File: config.mk
export PLATFORM = sky130hd
export DESIGN_NAME = i2c_wb_cmd_seq
export DESIGN_NICKNAME = d
export VERILOG_FILES = /design/src/rtl/i2c_wb_cmd_seq.sv
export SDC_FILE = /design/constraint.sdc
export NUM_CORES = 1
export LEC_CHECK = 0
export ABC_AREA = 1
export CAP_MARGIN = 15
export CORE_ASPECT_RATIO = 0.6
export CORE_MARGIN = 4
export CORE_UTILIZATION = 49
export DETAILED_ROUTE_END_ITERATION = 10
export PLACE_DENSITY = 0.84
export SLEW_MARGIN = 5
export SYNTH_ARGS = -nofsm -noshare
export SYNTH_HDL_FRONTEND = slang
export SYNTH_SLANG_ARGS = --single-unit
File: constraint.sdc
create_clock -name wb_clk_i -period 1.8 [get_ports wb_clk_i]
set_input_delay 0.27 -clock wb_clk_i [delete_from_list [all_inputs] [get_ports wb_clk_i]]
set_output_delay 0.27 -clock wb_clk_i [all_outputs]
set_load 0.02 [all_outputs]
File: src/rtl/i2c_wb_cmd_seq.sv
// i2c_wb_cmd_seq: Wishbone-master command sequencer for the I2C master core.
// Turns single-byte register write/read commands into the core's register
// accesses (prescale/enable init, TXR/CR writes, SR polling, RXR read).
// Ports:
//   wb_clk_i, wb_rst_i        clock, synchronous active-high reset
//   cmd_valid/cmd_ready       command handshake; cmd_rw/dev/reg/wdata fields
//   rsp_valid/rsp_rdata/rsp_err  one-cycle completion with read data / status
//   busy                      init or command in progress
//   wb_*                      8-bit Wishbone master to the core's slave port
module i2c_wb_cmd_seq #(
    parameter logic [15:0] PRESCALE    = 16'd99,
    parameter int unsigned ACK_TIMEOUT = 16,
    parameter int unsigned POLL_LIMIT  = 4096
) (
    input  logic       wb_clk_i,
    input  logic       wb_rst_i,
    input  logic       cmd_valid,
    output logic       cmd_ready,
    input  logic       cmd_rw,
    input  logic [6:0] cmd_dev,
    input  logic [7:0] cmd_reg,
    input  logic [7:0] cmd_wdata,
    output logic       rsp_valid,
    output logic [7:0] rsp_rdata,
    output logic [1:0] rsp_err,
    output logic       busy,
    output logic [2:0] wb_adr_o,
    output logic [7:0] wb_dat_o,
    input  logic [7:0] wb_dat_i,
    output logic       wb_we_o,
    output logic       wb_stb_o,
    output logic       wb_cyc_o,
    input  logic       wb_ack_i
);

    localparam int unsigned ACK_W  = $clog2(ACK_TIMEOUT + 1);
    localparam int unsigned POLL_W = $clog2(POLL_LIMIT + 1);
    localparam int unsigned STEP_W = 3;

    localparam logic [2:0] ADR_PRERLO = 3'd0;
    localparam logic [2:0] ADR_PRERHI = 3'd1;
    localparam logic [2:0] ADR_CTR    = 3'd2;
    localparam logic [2:0] ADR_TXR    = 3'd3;
    localparam logic [2:0] ADR_CR     = 3'd4;

    localparam logic [1:0] ERR_OK   = 2'b00;
    localparam logic [1:0] ERR_NACK = 2'b01;
    localparam logic [1:0] ERR_AL   = 2'b10;
    localparam logic [1:0] ERR_TO   = 2'b11;

    typedef enum logic [2:0] {
        S_INIT,
        S_IDLE,
        S_ACCESS,
        S_POLL,
        S_CHECK,
        S_STOP,
        S_RESP
    } state_t;

    state_t              state_q, state_d;
    logic [STEP_W-1:0]   step_q, step_d;
    logic                rw_q, rw_d;
    logic [6:0]          dev_q, dev_d;
    logic [7:0]          reg_q, reg_d;
    logic [7:0]          wdata_q, wdata_d;
    logic                sr_rxack_q, sr_rxack_d;
    logic                sr_al_q, sr_al_d;
    logic [1:0]          err_q, err_d;
    logic [ACK_W-1:0]    ack_cnt_q, ack_cnt_d;
    logic [POLL_W-1:0]   poll_cnt_q, poll_cnt_d;

    logic                cmd_ready_d, busy_d, rsp_valid_d;
    logic [7:0]          rsp_rdata_d;
    logic [1:0]          rsp_err_d;
    logic [2:0]          wb_adr_d;
    logic [7:0]          wb_dat_d;
    logic                wb_we_d, wb_cyc_d;

    logic                op_en, op_we;
    logic [2:0]          op_adr;
    logic [7:0]          op_dat;
    logic                acc_done, acc_to, poll_last, rd_phase, last_wr;

    // State and output registers
    always_ff @(posedge wb_clk_i) begin
        if (wb_rst_i) begin
            state_q    <= S_INIT;
            step_q     <= '0;
            rw_q       <= 1'b0;
            dev_q      <= '0;
            reg_q      <= '0;
            wdata_q    <= '0;
            sr_rxack_q <= 1'b0;
            sr_al_q    <= 1'b0;
            err_q      <= '0;
            ack_cnt_q  <= '0;
            poll_cnt_q <= '0;
            cmd_ready  <= 1'b0;
            busy       <= 1'b0;
            rsp_valid  <= 1'b0;
            rsp_rdata  <= '0;
            rsp_err    <= '0;
            wb_adr_o   <= '0;
            wb_dat_o   <= '0;
            wb_we_o    <= 1'b0;
            wb_stb_o   <= 1'b0;
            wb_cyc_o   <= 1'b0;
        end else begin
            state_q    <= state_d;
            step_q     <= step_d;
            rw_q       <= rw_d;
            dev_q      <= dev_d;
            reg_q      <= reg_d;
            wdata_q    <= wdata_d;
            sr_rxack_q <= sr_rxack_d;
            sr_al_q    <= sr_al_d;
            err_q      <= err_d;
            ack_cnt_q  <= ack_cnt_d;
            poll_cnt_q <= poll_cnt_d;
            cmd_ready  <= cmd_ready_d;
            busy       <= busy_d;
            rsp_valid  <= rsp_valid_d;
            rsp_rdata  <= rsp_rdata_d;
            rsp_err    <= rsp_err_d;
            wb_adr_o   <= wb_adr_d;
            wb_dat_o   <= wb_dat_d;
            wb_we_o    <= wb_we_d;
            wb_stb_o   <= wb_cyc_d;
            wb_cyc_o   <= wb_cyc_d;
        end
    end

    // Next-state, micro-sequence and Wishbone access engine
    always_comb begin
        state_d     = state_q;
        step_d      = step_q;
        rw_d        = rw_q;
        dev_d       = dev_q;
        reg_d       = reg_q;
        wdata_d     = wdata_q;
        sr_rxack_d  = sr_rxack_q;
        sr_al_d     = sr_al_q;
        err_d       = err_q;
        ack_cnt_d   = ack_cnt_q;
        poll_cnt_d  = poll_cnt_q;
        rsp_rdata_d = rsp_rdata;
        rsp_err_d   = rsp_err;
        wb_adr_d    = wb_adr_o;
        wb_dat_d    = wb_dat_o;
        wb_we_d     = wb_we_o;
        wb_cyc_d    = wb_cyc_o;
        op_en       = 1'b0;
        op_we       = 1'b0;
        op_adr      = '0;
        op_dat      = '0;

        // An ack seen while no cycle is open is ignored
        acc_done  = wb_cyc_o && wb_ack_i;
        acc_to    = wb_cyc_o && !wb_ack_i && (ack_cnt_q == ACK_W'(ACK_TIMEOUT - 1));
        poll_last = (poll_cnt_q == POLL_W'(POLL_LIMIT - 1));
        rd_phase  = rw_q && (step_q == 3'd6);
        last_wr   = !rw_q && (step_q == 3'd5);

        unique case (state_q)
            S_INIT: begin
                op_en = 1'b1;
                op_we = 1'b1;
                case (step_q)
                    3'd0:    begin op_adr = ADR_PRERLO; op_dat = PRESCALE[7:0];  end
                    3'd1:    begin op_adr = ADR_PRERHI; op_dat = PRESCALE[15:8]; end
                    default: begin op_adr = ADR_CTR;    op_dat = 8'h80;          end
                endcase
                // A dead core restarts the init sequence
                if (acc_to) begin
                    step_d = '0;
                end else if (acc_done) begin
                    if (step_q == 3'd2) begin
                        step_d  = '0;
                        state_d = S_IDLE;
                    end else begin
                        step_d = step_q + STEP_W'(1);
                    end
                end
            end
            S_IDLE: begin
                if (cmd_valid && cmd_ready) begin
                    rw_d    = cmd_rw;
                    dev_d   = cmd_dev;
                    reg_d   = cmd_reg;
                    wdata_d = cmd_wdata;
                    step_d  = '0;
                    state_d = S_ACCESS;
                end
            end
            S_ACCESS: begin
                op_en = 1'b1;
                op_we = (step_q != 3'd7);
                case (step_q)
                    3'd0: begin op_adr = ADR_TXR; op_dat = {dev_q, 1'b0}; end
                    3'd1: begin op_adr = ADR_CR;  op_dat = 8'h90; end
                    3'd2: begin op_adr = ADR_TXR; op_dat = reg_q; end
                    3'd3: begin op_adr = ADR_CR;  op_dat = 8'h10; end
                    3'd4: begin op_adr = ADR_TXR; op_dat = rw_q ? {dev_q, 1'b1} : wdata_q; end
                    3'd5: begin op_adr = ADR_CR;  op_dat = rw_q ? 8'h90 : 8'h50; end
                    3'd6: begin op_adr = ADR_CR;  op_dat = 8'h68; end
                    default: begin op_adr = ADR_TXR; op_dat = 8'h00; end
                endcase
                if (acc_to) begin
                    rsp_err_d   = ERR_TO;
                    rsp_rdata_d = '0;
                    state_d     = S_RESP;
                end else if (acc_done) begin
                    if (step_q == 3'd7) begin
                        rsp_err_d   = ERR_OK;
                        rsp_rdata_d = wb_dat_i;
                        state_d     = S_RESP;
                    end else if (step_q[0] || (step_q == 3'd6)) begin
                        // CR write launched a byte transfer
                        poll_cnt_d = '0;
                        state_d    = S_POLL;
                    end else begin
                        step_d = step_q + STEP_W'(1);
                    end
                end
            end
            S_POLL: begin
                op_en  = 1'b1;
                op_adr = ADR_CR;
                if (acc_to) begin
                    rsp_err_d   = ERR_TO;
                    rsp_rdata_d = '0;
                    state_d     = S_RESP;
                end else if (acc_done) begin
                    if (!wb_dat_i[1]) begin
                        sr_rxack_d = wb_dat_i[7];
                        sr_al_d    = wb_dat_i[5];
                        state_d    = S_CHECK;
                    end else if (poll_last) begin
                        rsp_err_d   = ERR_TO;
                        rsp_rdata_d = '0;
                        state_d     = S_RESP;
                    end else begin
                        poll_cnt_d = poll_cnt_q + POLL_W'(1);
                    end
                end
            end
            S_CHECK: begin
                if (sr_al_q) begin
                    rsp_err_d   = ERR_AL;
                    rsp_rdata_d = '0;
                    state_d     = S_RESP;
                end else if (sr_rxack_q && !rd_phase) begin
                    err_d   = ERR_NACK;
                    step_d  = '0;
                    state_d = S_STOP;
                end else if (last_wr) begin
                    rsp_err_d   = ERR_OK;
                    rsp_rdata_d = '0;
                    state_d     = S_RESP;
                end else begin
                    step_d  = step_q + STEP_W'(1);
                    state_d = S_ACCESS;
                end
            end
            S_STOP: begin
                // Step 0 issues STO, step 1 polls SR until the bus is free
                op_en  = 1'b1;
                op_adr = ADR_CR;
                op_we  = (step_q == 3'd0);
                op_dat = (step_q == 3'd0) ? 8'h40 : 8'h00;
                if (acc_to) begin
                    rsp_err_d   = ERR_TO;
                    rsp_rdata_d = '0;
                    state_d     = S_RESP;
                end else if (acc_done) begin
                    if (step_q == 3'd0) begin
                        step_d     = 3'd1;
                        poll_cnt_d = '0;
                    end else if (!wb_dat_i[6]) begin
                        rsp_err_d   = err_q;
                        rsp_rdata_d = '0;
                        state_d     = S_RESP;
                    end else if (poll_last) begin
                        rsp_err_d   = ERR_TO;
                        rsp_rdata_d = '0;
                        state_d     = S_RESP;
                    end else begin
                        poll_cnt_d = poll_cnt_q + POLL_W'(1);
                    end
                end
            end
            S_RESP: begin
                state_d = S_IDLE;
            end
            default: begin
                state_d = S_INIT;
            end
        endcase

        // Access engine: hold until ack or timeout, then drop everything,
        // which guarantees one idle cycle before the next launch
        if (wb_cyc_o) begin
            if (wb_ack_i || acc_to) begin
                wb_cyc_d = 1'b0;
                wb_we_d  = 1'b0;
                wb_adr_d = '0;
                wb_dat_d = '0;
            end else begin
                ack_cnt_d = ack_cnt_q + ACK_W'(1);
            end
        end else if (op_en) begin
            wb_cyc_d  = 1'b1;
            wb_we_d   = op_we;
            wb_adr_d  = op_adr;
            wb_dat_d  = op_dat;
            ack_cnt_d = '0;
        end

        cmd_ready_d = (state_d == S_IDLE);
        busy_d      = !cmd_ready_d;
        rsp_valid_d = (state_d == S_RESP);
    end

endmodule

Yosys cells after proc, flatten, opt, wreduce, memory -nomap -nowiden. Cells that the tools add are included.

Add/sub/neg operators: 3. Equal/unequal tests: 44. Muxes and demuxes: 104. Bitwise logic cells: 3. Reduce and logical (&&, ||, !) cells: 30.

Operators with widths (number): two-way mux 13 bit (12); two-way mux 8 bit (19); two-way mux 3 bit (37); one-hot mux 8 bit (7 select lines) (1); one-hot mux 13 bit (3 select lines) (1); inequality test 3 bit (second input constant) (12); one-hot mux 8 bit (4 select lines) (1); two-way mux 2 bit (14); inequality test 2 bit (second input constant) (14); == test 3 bit (second input constant) (8); one-hot mux 8 bit (3 select lines) (1); one-hot mux 3 bit (7 select lines) (1); one-hot mux 8 bit (2 select lines) (1); two-way mux 5 bit (3); one-hot mux 3 bit (5 select lines) (1); adder 13 x 1 -> 13 bit (second input constant) (1); == test 13 x 12 -> 1 bit (second input constant) (1); == test 3 x 2 -> 1 bit (second input constant) (4); AND reduction 12 bit (1); AND reduction 11 bit (1); == test 3 x 1 -> 1 bit (second input constant) (3); one-hot mux 3 bit (3 select lines) (1); AND reduction 9 bit (1); one-hot mux 2 bit (4 select lines) (1); 22 further kinds (44).

Flip-flop bits (word level): 77. Output and inout port bits: 27. Word-level logic and storage cells: 204.

Logic depth before layout (Yosys ltp). Gate-level depths: netlist of run 1.

Depth in word-level cells: 9. Mapped depth: 16. Gate-level depth less buffers: 15.

Worst setup path after synthesis of run 1. OpenSTA, ideal clock, no wires.

Kind: reg-to-reg. Start: reg ack_cnt_q[0]. End: reg ack_cnt_q[2]. Library setup time: 0.119 ns. Arrival: 1.865 ns. Required time: 1.681 ns. Path slack: -0.184 ns. Stages on the path, launching flop included: 15. Period minus slack after synthesis: 1.984 ns. Cell sequence: dfxtp_1 -> ha_1 -> inv_1 -> nor3_1 -> ha_1 -> nand2_1 -> nor2_1 -> buf_2 -> nor2_1 -> inv_1 -> nor2_1 -> nor2_1 -> inv_1 -> a21oi_1 -> nor3_1.

Longest elaborated chain between the ends: 5.

RTL lines: from (decl) (line 70) `logic [ACK_W-1:0] ack_cnt_q, ack_cnt_d;`; from (signal assigned) (line 119) `ack_cnt_q <= ack_cnt_d;`; parallel branches: the longest is 5 deep, another holds adder 5 x 1 -> 5 bit.

Several ways; the timed one is not identified. The select of a mux whose other input is x is not followed. A chain may end at the register's enable or synchronous reset.

Final worst setup path of run 1.
Start: reg ack_cnt_q[1]. End: reg poll_cnt_q[7].

Longest elaborated chain between the ends: 4.

RTL lines: == test 5 x 4 -> 1 bit * (line 160) `acc_to = wb_cyc_o && !wb_ack_i && (ack_cnt_q == ACK_W'(ACK_TIMEOUT - 1));`; logical AND 1 bit * (line 160); inequality test 2 bit (no line); AND reduction 11 bit (no line) *; to (signal assigned) (line 120) `poll_cnt_q <= poll_cnt_d;`; to (decl) (line 71) `logic [POLL_W-1:0] poll_cnt_q, poll_cnt_d;`.

Mark *: on every way between the ends. The rest lies on a longest branch, timed or not.

==> results of run 1 <==
per-stage QoR:
stage / instances / hold slack (ns) / power, uW / area, um^2
after global routing: 891 / 0.486 / 4700 / 6110
after CTS: 883 / 0.467 / 4520 / 5910
after detailed placement: 860 / 0.454 / 2370 / 5370
final: 891 / 0.473 / 4580 / 6110
after floorplan: 644 / 0.430 / 2060 / 4160
after global placement: 860 / 0.444 / 2360 / 5370
sequential cells by signal, summed over array words and instances, names as in the netlist:
signal      count
ack_cnt_q       5
busy            1
cmd_ready       1
dev_q           7
err_q           1
poll_cnt_q     13
reg_q           8
rsp_err         2
rsp_rdata       8
rsp_valid       1
rw_q            1
sr_al_q         1
sr_rxack_q      1
state_q         3
step_q          3
wb_adr_o        3
wb_cyc_o        1
wb_dat_o        8
wb_we_o         1
wdata_q         8
cell type report:
cell class | instances | area, um^2 | share of cell area
clock buffers | 10 | 239 | 0.0391
clock inverters | 5 | 108 | 0.0176
inverters | 70 | 270 | 0.0442
multi-input cells | 473 | 2490 | 0.407
flip-flops and latches | 77 | 1550 | 0.253
well taps | 108 | 135 | 0.0221
repair buffers | 147 | 1310 | 0.215
repair inverters | 1 | 8.76 | 0.00143
cell usage after synthesis:
cell,instances,area [um^2]
clkbuf_1,15,56.3
nand4_1,16,100
xnor2_1,1,8.76
nor2_1,96,360
o311ai_0,1,8.76
a21oi_1,57,285
buf_1,1,3.75
o221ai_1,3,26.3
a31oi_1,5,31.3
buf_2,7,35.0
o21ai_2,1,8.76
inv_1,63,236
o31ai_1,1,7.51
nand3_1,38,190
xor2_1,2,17.5
nor3_1,12,60.1
dfxtp_1,77,1540
nand3b_1,1,7.51
a22oi_1,1,7.51
and2_1,1,6.26
ha_1,9,113
nand2_1,161,604
nor2_2,5,31.3
a211oi_1,2,15.0
buf_6,1,11.3
a2bb2oi_1,1,8.76
o21ai_0,50,250
o22ai_1,1,6.26
buf_4,1,7.51
nand2_2,4,25.0
o21ai_1,2,10.0
nand4_2,1,12.5
inv_2,7,26.3
critical path: cells and delay by family (launching register included):
family                     cells  cell delay, ns
and+or+nand+nor                8            0.66
buffers and inverters          4            0.51
adders and majority gates      2            0.36
DFF                            1            0.35
AOI/OAI and AO/OA              1            0.13
kinds of logic after synthesis:
logic type / Yosys count / share of synthesized area
flops: 77 / 0.374
compound gates: 125 / 0.162
fa+ha+maj: 9 / 0.0273
buf+inv: 95 / 0.0914
simple gates: 335 / 0.339
xor+xnor: 3 / 0.00638
power by group:
group,internal [uW],switching (uW)
clock,1390,731
combinational,311,373
sequential,1740,33.3
total,3450,1140
final timing paths:
kind           startpoint            end  slack (ns)  cells after the start
max          ack_cnt_q[1]  poll_cnt_q[7]       -0.30                     15
max reg2reg  ack_cnt_q[1]  poll_cnt_q[7]       -0.30                     15
min            wdata_q[0]     wdata_q[0]        0.47                      2
min reg2reg    wdata_q[0]     wdata_q[0]        0.47                      2
routing by layer:
metal | up-vias | wire, um
met5 | - | 0
li1 | 2361 | -
met3 | 58 | 1720
met1 | 2377 | 6630
met4 | 0 | 505
met2 | 364 | 6620
what timing repair did:
action	4_1_cts	5_1_grt
endpoints found under the setup margin	42	50
pin swaps	28	21
gates resized for setup	43	46
cloned	2	1
hold buffers	0	0
setup buffers	6	8
==> key figures, run 1 <==
Global routing
  – Met2 GRT Util: 0.457
  – GR Layer Usage met1: 0.405
  – Total GRT Usage: 0.296
  – First-pass GRT wire length: 23.9 mm
  – Largest net degree at the start of global routing: 39
  – Total gr overflow: 0
  – Vias in the first global route: 4908
  – Most used routing layer in global routing: met2
  – GRT met3 Usage: 0.0759
  – Initial antenna violation count: 0

Timing
  – Final setup violating endpoints: 48
  – Worst Tran Pin Value: 0.406 ns
  – Slew headroom: 0.727
  – Max Freq: 0.476 GHz
  – Final WS setup: -0.300 ns
  – RSZ-0062 raised after global routing: true
  – Tcrit/Tclk final: 1.17
  – Max Slew Vio Count: 0
  – Setup_tns: -9.26 ns
  – Worst Clk Skew: 0.00916 ns
  – Fin crit period: 2.10 ns
  – Fin. Hold Viols: 0

Placement
  – # port buffers: 62
  – Post-Place Worst Slack: -0.177 ns
  – Dpl hpwl: 10.2 mm
  – Final GP Congestion: 1.00

Setup path
  – Critical path cell sequence: ha_4 > inv_4 > nor3_4 > ha_2 > nand2_1 > nor2_1 > buf_4 > buf_4 > nand2_2 > nand2_2 > nor2_4 > nand2_4 > buf_6 > nand2_1 > a21oi_1
  – Setup CP Type: reg -> reg
  – CP Capture Type: flop
  – Crit path required time: 2.07 ns
  – Worst setup SP type: flop
  – CP max FO: 6
  – Slowest cell on crit path: dfxtp_2
  – CP arrival: 2.37 ns
  – CP max stage delay: 0.35 ns

Final layout
  – Fillers: 542
  – Most common cell after layout, fill and taps aside: nand2_1
  – Antenna fix cells: 0
  – Final core utilization: 0.760
  – Layout cells sized above 1: 0.234
  – Most frequent cells in the layout: nand2_1, nor2_1, buf_4, dfxtp_1, clkdlybuf4s50_1
  – P&R area growth vs syn: 48.3%
  – Final net count: 824

Route
  – Drt first pass iters: 6
  – Wirelength per Cell: 17.4 um
  – Antenna-violating nets left: 0
  – DRC viols: 0
  – WL final: 15.5 mm
  – Initial DRC Count: 611
  – Via Count: 5160
  – Vias/cell: 5.79

Floorplanning
  – Core Box Area: 0.00804 mm^2
  – Die X: 126 um
  – Die area: 0.00999 mm^2
  – Top Ports: 63
  – Initial core utilization: 0.513
  – Row cnt: 25
  – Die Y: 79.0 um

Power
  – Max VDD drop: 0.000570 V
  – PwrDens: 750 mW/mm^2
  – Leakage: 0.00259 uW

Worst hold path
  – Hold Crit Class: reg -> reg

Run status
  – Violated checks: negative setup slack
  – Status: complete, but fails checks

Clock tree
  – Clk buf depth: 2
  – CTS tree: done
  – Clock root cell: clkbuf_16
  – Clk sinks: 77
  – Reg clk slew, reported paths: 0.06 ns
  – Num CTS Buffers: 9
  – Clock Latency Late Sink: 0.34 ns
  – Htree depth: 3

Run
  – Max Cap Viol: 0

Synthesis
  – Sequential area share after synthesis: 0.374
  – Post-synthesis cell count: 644
  – Syn_nets: 689
  – Synthesized cell area: 0.00412 mm^2
  – Distinct cells, synth: 33
  – Synth Warn #: 0
  – Seq cells post-synth: 77
  – Post-Syn Area per Cell: 6.40 um^2
Power figures use the tool's default switching activity.
==> run 2, diff against run 1 <==
--- a/config.mk
+++ b/config.mk
@@ -8,7 +8,7 @@
 export ABC_AREA = 1
 export CAP_MARGIN = 15
 export CORE_ASPECT_RATIO = 0.6
-export CORE_MARGIN = 4
+export CORE_MARGIN = 2
 export CORE_UTILIZATION = 49
 export DETAILED_ROUTE_END_ITERATION = 10
 export PLACE_DENSITY = 0.84
==> run 2 against run 1 <==
Against the previous run:
- the flow still finishes with violations (negative setup slack)
- flip-flop and latch count did not move
- first-iteration DRC count shrank 13%
- largest power group unchanged
- global-route usage increased by 2.4 points
- critical path type unchanged
==> key figures, run 2 (synthesized netlist as in run 1, its figures left out) <==
Final layout
  – Layout cells sized above 1: 0.218
  – Most flops, register: poll_cnt_q
  – Most common cell after layout, fill and taps aside: nand2_1
  – Fillers: 604
  – Final net count: 820
  – Number of flip-flops in the largest register: 13
  – Most frequent cells in the layout: nand2_1, nor2_1, buf_4, dfxtp_1, clkdlybuf4s50_1
  – P&R area growth vs syn: 46.1%
  – Antenna fix cells: 0

Power
  – Max VDD drop: 0.000474 V
  – Total power: 4630 uW
  – Leakage: 0.00255 uW
  – PwrDens: 769 mW/mm^2

Global routing
  – Largest net degree at the start of global routing: 39
  – Vias in the first global route: 4524
  – Total GRT Usage: 0.321
  – First-pass GRT wire length: 22.4 mm
  – Initial antenna violation count: 0
  – Total gr overflow: 0

Route
  – Antenna-violating nets left: 0
  – Initial DRC Count: 532
  – Drt first pass iters: 8
  – Wirelength per Cell: 16.2 um
  – WL final: 14.4 mm
  – Via Count: 4971
  – DRC viols: 0
  – Vias/cell: 5.60

Floorplanning
  – Die X: 122 um
  – Row cnt: 25
  – Die Y: 75.0 um
  – Top Ports: 63
  – Initial core utilization: 0.515
  – Core Box Area: 0.00801 mm^2
  – Die area: 0.00918 mm^2

Setup path
  – Crit path required time: 2.06 ns
  – Worst reg2reg path depth: 14
  – Top Family by Delay on Critical Path: simple AND/OR/NAND/NOR gates
  – RR Endpoint: step_q[2]
  – CP Capture Type: flop
  – CP arrival: 2.24 ns
  – Slowest cell on crit path: dfxtp_2
  – CP max stage delay: 0.36 ns
  – CP max FO: 5
  – FF-to-FF setup slack: -0.18 ns
  – Critical path cell sequence: ha_4 > inv_2 > nor3_2 > ha_2 > nand2_2 > nor2_4 > nor2_2 > nand2_1 > nand2_1 > nor2_1 > nand2_1 > nor2_4 > nand3_2 > a21oi_2
  – Critical path buffers and inverters: 1
  – Cell repeated most along the worst path: nand2_1
  – RR Startpoint: ack_cnt_q[0]
  – Setup CP Type: reg -> reg
  – Worst setup SP type: flop

Clock tree
  – Clk sinks: 77
  – Htree depth: 3
  – Clock Latency Late Sink: 0.34 ns
  – Reg clk slew, reported paths: 0.06 ns
  – CTS tree: done
  – Clock root cell: clkbuf_16
  – Clk buf depth: 2
  – Num CTS Buffers: 9

Timing
  – Fin crit period: 1.98 ns
  – Hold slack: 0.453 ns
  – RSZ-0062 raised after global routing: true
  – Max Freq: 0.505 GHz
  – Final WS setup: -0.180 ns
  – Tcrit/Tclk final: 1.10
  – Slew headroom: 0.689
  – Final setup violating endpoints: 35
  – Worst Tran Pin Value: 0.466 ns
  – Max Slew Vio Count: 0
  – Fin. Hold Viols: 0
  – Worst Clk Skew: 0.00722 ns

Worst hold path
  – WHS Endpoint: poll_cnt_q[12]
  – Hold_sp: poll_cnt_q[12]
  – Hold path depth: 2
  – Hold Crit Class: reg -> reg

Placement
  – # port buffers: 62
  – Dpl hpwl: 10.1 mm
  – Final GP Congestion: 0.971

Run
  – Max Cap Viol: 0

Run status
  – Violated checks: negative setup slack
  – Status: complete, but fails checks
run 2: cell types whose count changed in the layout (fill, tap and decap cells not counted), moves of 3 or more:
cell	previous run	this run
nor2_4	9	6
nand2_1	140	143
nand2_2	22	19
nor2_2	6	9
buf_6	8	4
run 2: final cells by class:
type | count | area [um^2] | share of cell area
Clock inverter | 6 | 134 | 0.0222
Tap cell | 108 | 135 | 0.0224
Timing Repair inverter | 1 | 3.75 | 0.000623
Sequential cell | 77 | 1550 | 0.257
Multi-Input combinational cell | 473 | 2430 | 0.403
Inverter | 70 | 268 | 0.0445
Clock buffer | 10 | 229 | 0.0380
Timing Repair Buffer | 143 | 1280 | 0.212
run 2: through the flow:
step / worst slack, ns / utilization / cell area, um^2 / setup TNS (ns) / instances
5_1_grt: -0.269 / 0.752 / 6020 / -6.71 / 888
3_5_place_dp: -0.263 / 0.674 / 5400 / -7.32 / 865
6_report: -0.180 / 0.752 / 6020 / -2.19 / 888
2_1_floorplan: -0.0333 / - / 4160 / -0.0760 / 644
4_1_cts: -0.0724 / 0.739 / 5910 / -0.330 / 885
3_3_place_gp: -0.193 / 0.674 / 5400 / -4.74 / 865
run 2: per-layer routing:
metal	part of all wire	GRT usage	wire, um
met4	0.018	0.0971	258
met1	0.45	0.459	6490
met5	0	0	0
met3	0.12	0.0924	1740
met2	0.41	0.470	5890
run 2: how the worst max path moves through the flow:
stage | startpoint | end | cells past startpoint
detailed placement | ack_cnt_q[0] | rsp_err[1] | 14
global route | ack_cnt_q[1] | step_q[2] | 14
global placement | wb_ack_i | poll_cnt_q[10] | 11
finish | ack_cnt_q[0] | step_q[2] | 14
CTS | ack_cnt_q[0] | step_q[2] | 14
floorplan | ack_cnt_q[1] | rsp_err[1] | 14
run 2: where the power goes:
group	total [uW]	internal [uW]	switching, uW	leakage (uW)
combinational	620	292	328	0.00175
clock	2230	1500	735	0.000177
sequential	1780	1740	35.7	0.000625
total	4630	3530	1100	0.00255
run 2: worst register-to-register path: stages, from the launching register on:
cell,delay [ns]
dfxtp_2,0.36
ha_4,0.14
inv_2,0.04
nor3_2,0.10
ha_2,0.19
nand2_2,0.06
nor2_4,0.12
nor2_2,0.08
nand2_1,0.11
nand2_1,0.08
nor2_1,0.12
nand2_1,0.10
nor2_4,0.15
nand3_2,0.10
a21oi_2,0.17
run 2: what timing repair did:
action / CTS / global route
gates cloned: 1 / 1
endpoints found under the hold margin: 0 / 0
resized for setup: 41 / 28
endpoints found under the setup margin: 39 / 47
setup buffers: 3 / 2
hold buffers: 0 / 0
pin swaps: 18 / 6
